$ cat src/rtl/id_ex_stage.sv
// ID/EX pipeline register with load-use hazard detection, flush handling
// and a saturating counter of load-use bubbles.
module id_ex_stage #(
  parameter int unsigned XLEN = 32,
  parameter int unsigned CNTW = 16
) (
  input  logic            CLK,
  input  logic            RST,
  input  logic            Flush,
  input  logic            Valid_ID,
  input  logic [4:0]      Rs1_ID,
  input  logic [4:0]      Rs2_ID,
  input  logic [4:0]      Rd_ID,
  input  logic            RegWrite_ID,
  input  logic            MemRead_ID,
  input  logic            MemWrite_ID,
  input  logic            ALUSrc_ID,
  input  logic [3:0]      ALUOp_ID,
  input  logic [XLEN-1:0] PC_ID,
  input  logic [XLEN-1:0] RD1_ID,
  input  logic [XLEN-1:0] RD2_ID,
  input  logic [XLEN-1:0] Imm_ID,
  output logic [4:0]      Rs1_EX,
  output logic [4:0]      Rs2_EX,
  output logic [4:0]      Rd_EX,
  output logic            RegWrite_EX,
  output logic            MemRead_EX,
  output logic            MemWrite_EX,
  output logic            ALUSrc_EX,
  output logic [3:0]      ALUOp_EX,
  output logic [XLEN-1:0] PC_EX,
  output logic [XLEN-1:0] RD1_EX,
  output logic [XLEN-1:0] RD2_EX,
  output logic [XLEN-1:0] Imm_EX,
  output logic            Valid_EX,
  output logic            Stall,
  output logic [CNTW-1:0] StallCount
);

  localparam logic [CNTW-1:0] CNT_MAX = {CNTW{1'b1}};

  typedef struct packed {
    logic            valid;
    logic [4:0]      rs1;
    logic [4:0]      rs2;
    logic [4:0]      rd;
    logic            reg_write;
    logic            mem_read;
    logic            mem_write;
    logic            alu_src;
    logic [3:0]      alu_op;
    logic [XLEN-1:0] pc;
    logic [XLEN-1:0] rd1;
    logic [XLEN-1:0] rd2;
    logic [XLEN-1:0] imm;
  } ex_t;

  ex_t             ex_d, ex_q;
  logic [CNTW-1:0] stall_cnt_d, stall_cnt_q;
  logic            hazard;

  // Load-use hazard: the load in EX writes a register the ID instruction reads.
  always_comb begin
    hazard = Valid_ID & ex_q.valid & ex_q.mem_read & (ex_q.rd != 5'd0) &
             ((ex_q.rd == Rs1_ID) | (ex_q.rd == Rs2_ID));
    Stall  = hazard & ~Flush;
  end

  // Next EX contents: flush bubble > stall bubble > load; bubbles are all-zero.
  always_comb begin
    ex_d        = '0;
    stall_cnt_d = stall_cnt_q;
    if (Flush) begin
      ex_d = '0;
    end else if (Stall) begin
      ex_d = '0;
      if (stall_cnt_q != CNT_MAX) begin
        stall_cnt_d = stall_cnt_q + CNTW'(1);
      end
    end else if (Valid_ID) begin
      ex_d.valid     = 1'b1;
      ex_d.rs1       = Rs1_ID;
      ex_d.rs2       = Rs2_ID;
      ex_d.rd        = Rd_ID;
      ex_d.reg_write = RegWrite_ID;
      ex_d.mem_read  = MemRead_ID;
      ex_d.mem_write = MemWrite_ID;
      ex_d.alu_src   = ALUSrc_ID;
      ex_d.alu_op    = ALUOp_ID;
      ex_d.pc        = PC_ID;
      ex_d.rd1       = RD1_ID;
      ex_d.rd2       = RD2_ID;
      ex_d.imm       = Imm_ID;
    end
  end

  // Pipeline register and stall counter, cleared asynchronously.
  always_ff @(posedge CLK or posedge RST) begin
    if (RST) begin
      ex_q        <= '0;
      stall_cnt_q <= '0;
    end else begin
      ex_q        <= ex_d;
      stall_cnt_q <= stall_cnt_d;
    end
  end

  assign Valid_EX    = ex_q.valid;
  assign Rs1_EX      = ex_q.rs1;
  assign Rs2_EX      = ex_q.rs2;
  assign Rd_EX       = ex_q.rd;
  assign RegWrite_EX = ex_q.reg_write;
  assign MemRead_EX  = ex_q.mem_read;
  assign MemWrite_EX = ex_q.mem_write;
  assign ALUSrc_EX   = ex_q.alu_src;
  assign ALUOp_EX    = ex_q.alu_op;
  assign PC_EX       = ex_q.pc;
  assign RD1_EX      = ex_q.rd1;
  assign RD2_EX      = ex_q.rd2;
  assign Imm_EX      = ex_q.imm;
  assign StallCount  = stall_cnt_q;

endmodule
$ cat config.mk
export PLATFORM = sky130hd
export DESIGN_NAME = id_ex_stage
export DESIGN_NICKNAME = d
export VERILOG_FILES = /design/src/rtl/id_ex_stage.sv
export SDC_FILE = /design/constraint.sdc
export NUM_CORES = 1
export LEC_CHECK = 0
export CORE_ASPECT_RATIO = 0.8
export CORE_UTILIZATION = 38
export DETAILED_ROUTE_END_ITERATION = 16
export PLACE_DENSITY_LB_ADDON = 0.25
export SLEW_MARGIN = 5
export SYNTH_ARGS = -nofsm -noshare
export SYNTH_HDL_FRONTEND = slang
export SYNTH_SLANG_ARGS = --single-unit
$ cat constraint.sdc
create_clock -name CLK -period 7.1 [get_ports CLK]
set_input_delay 1.42 -clock CLK [delete_from_list [all_inputs] [get_ports CLK]]
set_output_delay 1.42 -clock CLK [all_outputs]
set_load 0.01 [all_outputs]
==> results.sh <==
export IMPL_crit_top_cell="clkdlybuf4s50_1"
export IMPL_path_buf_inv=3
export IMPL_synth_async_sr_flop_share_pct=100
export IMPL_drc=0
export IMPL_period_minus_slack_ns=4.71
export IMPL_num_rows=39
export IMPL_max_freq_mhz=212
export IMPL_grt_pass1_vias=4649
export IMPL_required_ns=5.68
export IMPL_vias=4215
export IMPL_antenna_found_initial=0
export IMPL_power_frac_seq_pct=45.1
export IMPL_crit_path_cell_trace="clkdlybuf4s50_1 -> xnor2_1 -> nand3_1 -> o22ai_1 -> buf_4 -> and2_1 -> clkdlybuf4s50_1"
export IMPL_whs_path_depth=1
export IMPL_end_kind="output pin"
export IMPL_synth_area_leaders="dfrtp_1 (73%), and2_1 (16%), xnor2_1 (3.3%)"
export IMPL_drt_iter0_markers=162
export IMPL_tightestPinTransition_ns=0.958
export IMPL_r2r_end="Imm_EX[0]"
export IMPL_grt_max_degree=112
export IMPL_core_sq_um=14600
export IMPL_track_usage_pct=21.0
export IMPL_clock_power_share_pct=44.3
export IMPL_grt_pass1_wl_um=24600
export IMPL_p_sw_share_pct=20.7
export IMPL_worstPathArrival_ns=3.29
export IMPL_finalNetCount=898
export IMPL_antenna_left=0
export IMPL_synth_top_cell_area_share_pct=72.6
export IMPL_grt_ovfl_total=0
export IMPL_dieArea_sq_um=15700
export IMPL_combPwrFrac_pct=10.6
export IMPL_yosys_warnings=0
export IMPL_yosysUniqueCellTypes=29
export IMPL_synth_cells=414
export IMPL_timing_final_crit_share_pct=66.3
export IMPL_dieWidth_um=140
export IMPL_post_dp_hpwl_um=11600
export IMPL_min_to="StallCount[9]"
export IMPL_vias_per_cell=4.49
export IMPL_hold_violations=0
export IMPL_syn_to_final_growth_pct=69.7
export IMPL_p_leak_nw=4.38
export IMPL_synth_common_cells="dfrtp_1 (168), and2_1 (152), xnor2_1 (22)"
export IMPL_yosysSeqAreaShare_pct=72.6
export IMPL_crit_cells=7
export IMPL_rrSetupSlack_ns=3.91
export IMPL_yosys_area_top_type="dfrtp_1"
export IMPL_cts_root_buf="clkbuf_16"
export IMPL_syn_avg_cell_area_sq_um=14.0
export IMPL_r2r_start="Rd_EX[1]"
export IMPL_synthFlopType="dfrtp_1"
export IMPL_synth_edff_count=0
export IMPL_wl_per_cell_um=16.7
export IMPL_cts_buffers_inserted=17
export IMPL_ir_drop_mv=0.209
export IMPL_clock_skew_ns=0.0118
export IMPL_start_util_pct=39.7
export IMPL_gp_congestion=0.817
export IMPL_htreeDepth=4
export IMPL_drt_first_pass_iters=5
export IMPL_p_sw_mw=0.461
export IMPL_fillerInstances=1058
export IMPL_holdCritPathClass="reg -> reg"
export IMPL_outcome="complete, no violations"
export IMPL_setup_violations=0
export IMPL_drive_gt1_share_pct=5.30
export IMPL_port_buffers=323
export IMPL_cts_buffer_depth=2
export IMPL_synth_most_common_cell="dfrtp_1"
export IMPL_p_int_mw=1.76
export IMPL_max_stage_delay_ns=0.53
export IMPL_grt_setup_unrepaired="no"
export IMPL_clk_latency_ns=0.42
export IMPL_die_h_um=112
export IMPL_slew_headroom_pct=36.2
export IMPL_placed_area_sq_um=9190
export IMPL_timing_hold_ws_ns=0.507
export IMPL_clock_sinks=168
export IMPL_routed_wl_um=15700
export IMPL_ys_ff_latch=168
export IMPL_cts_resized=0
export IMPL_postCtsHoldBufs=0
export IMPL_cp_start_kind="input port"
export IMPL_syn_area_sq_um=5790
export IMPL_stdcell_area_sq_um=9830
export IMPL_totalPowerFinal_mw=2.22
export IMPL_critPathKind="in -> out"
export IMPL_diodes=0
export IMPL_cp_max_fo=17
export IMPL_crit_slowest_cell="clkdlybuf4s50_1"
export IMPL_max_cap_violations=0
export IMPL_reg2reg_depth=6
export IMPL_synth_nets=570
export IMPL_cp_top_family="buffers and inverters"
export IMPL_min_from="StallCount[9]"
export IMPL_clkTransAtPathRegs_ns=0.06
export IMPL_cts_tree="done"
export IMPL_post_cts_buffers=0
export IMPL_finalMaxSlewViolations=0
export IMPL_powerDensity_nw_per_um2=226
export IMPL_fin_setup_tns_ns=0
export IMPL_io_pins=324
## metal layers
| metal | track usage [%] | vias to the layer above | wire length, um |
|---|---|---|---|
| met4 | 9.16 | 0 | 357 |
| met2 | 37.3 | 206 | 8190 |
| met5 | 0 | - | 0 |
| li1 | - | 1954 | - |
| met3 | 9.56 | 24 | 1620 |
| met1 | 21.4 | 2031 | 5510 |
## sequential cells by signal (all words and copies together) (netlist names)
signal	cells
Imm_EX	32
PC_EX	32
RD1_EX	32
RD2_EX	32
StallCount	16
Rd_EX	5
Rs1_EX	5
Rs2_EX	5
ALUOp_EX	4
ALUSrc_EX	1
MemRead_EX	1
MemWrite_EX	1
RegWrite_EX	1
Valid_EX	1
## worst register-to-register path, stage by stage, from the launching register on
cell and delay (ns):
dfrtp_1 0.43, or4_1 0.61, o2111ai_2 0.29, inv_2 0.10, a21boi_4 0.63, buf_4 0.75, and2_1 0.32
## area by class of cell
class	count	area, sq um	share of cell area, %
Sequential cell	168	4200	42.7
Timing Repair Buffer	326	3260	33.1
Multi-Input combinational cell	225	1480	15.1
Clock buffer	22	474	4.82
Tap cell	184	230	2.34
Clock inverter	10	166	1.69
Inverter	4	20.0	0.204
## worst max-delay path by stage
stage | from | slack [ns] | endpoint
2_1_floorplan | RST | 1.13 | ALUOp_EX[0]
3_3_place_gp | Rs2_ID[0] | 2.36 | Stall
3_5_place_dp | Rs2_ID[0] | 2.36 | Stall
4_1_cts | Rs2_ID[0] | 2.36 | Stall
5_1_grt | Rs2_ID[0] | 2.28 | Stall
6_report | Rs2_ID[0] | 2.39 | Stall
## through the flow
step	std cells	setup slack [ns]	utilization [%]
2_1_floorplan	414	1.13	-
3_5_place_dp	907	2.36	63.0
4_1_cts	939	2.36	67.4
3_3_place_gp	907	2.36	63.0
6_report	939	2.39	67.4
5_1_grt	939	2.28	67.4
## placed cells by master (no fill, tap or decap), types with 3 or more instances in the layout
cell	Yosys	layout
clkdlybuf4s50_1	0	323
dfrtp_1	168	168
and2_1	152	152
xnor2_1	22	22
clkbuf_16	0	17
nand3_1	11	11
nand4_1	8	8
nand2_1	7	7
bufinv_16	0	4
and3_1	3	3
clkbuf_8	0	3
buf_4	9	3
## power groups by stage
stage | clock network, mW | registers (mW) | logic, mW
after floorplan | 0 | 1.04 | 0.0535
after global placement | 0 | 1.02 | 0.235
after detailed placement | 0 | 1.02 | 0.238
after CTS | 1.01 | 1.00 | 0.240
after global routing | 1.05 | 1.00 | 0.254
final | 0.984 | 1.00 | 0.234
## kinds of logic after synthesis
kind of cell / count (synthesis) / share of synthesized area, %
and+or+nand+nor: 194 / 20.4
DFF: 168 / 72.6
xor gates and xnor gates: 23 / 3.48
buffers and inverters: 21 / 1.96
AOI/OAI and AO/OA: 4 / 0.691
muxes: 3 / 0.648
adders and majority gates: 1 / 0.216
Note: power is estimated with default switching activity, not from simulation.
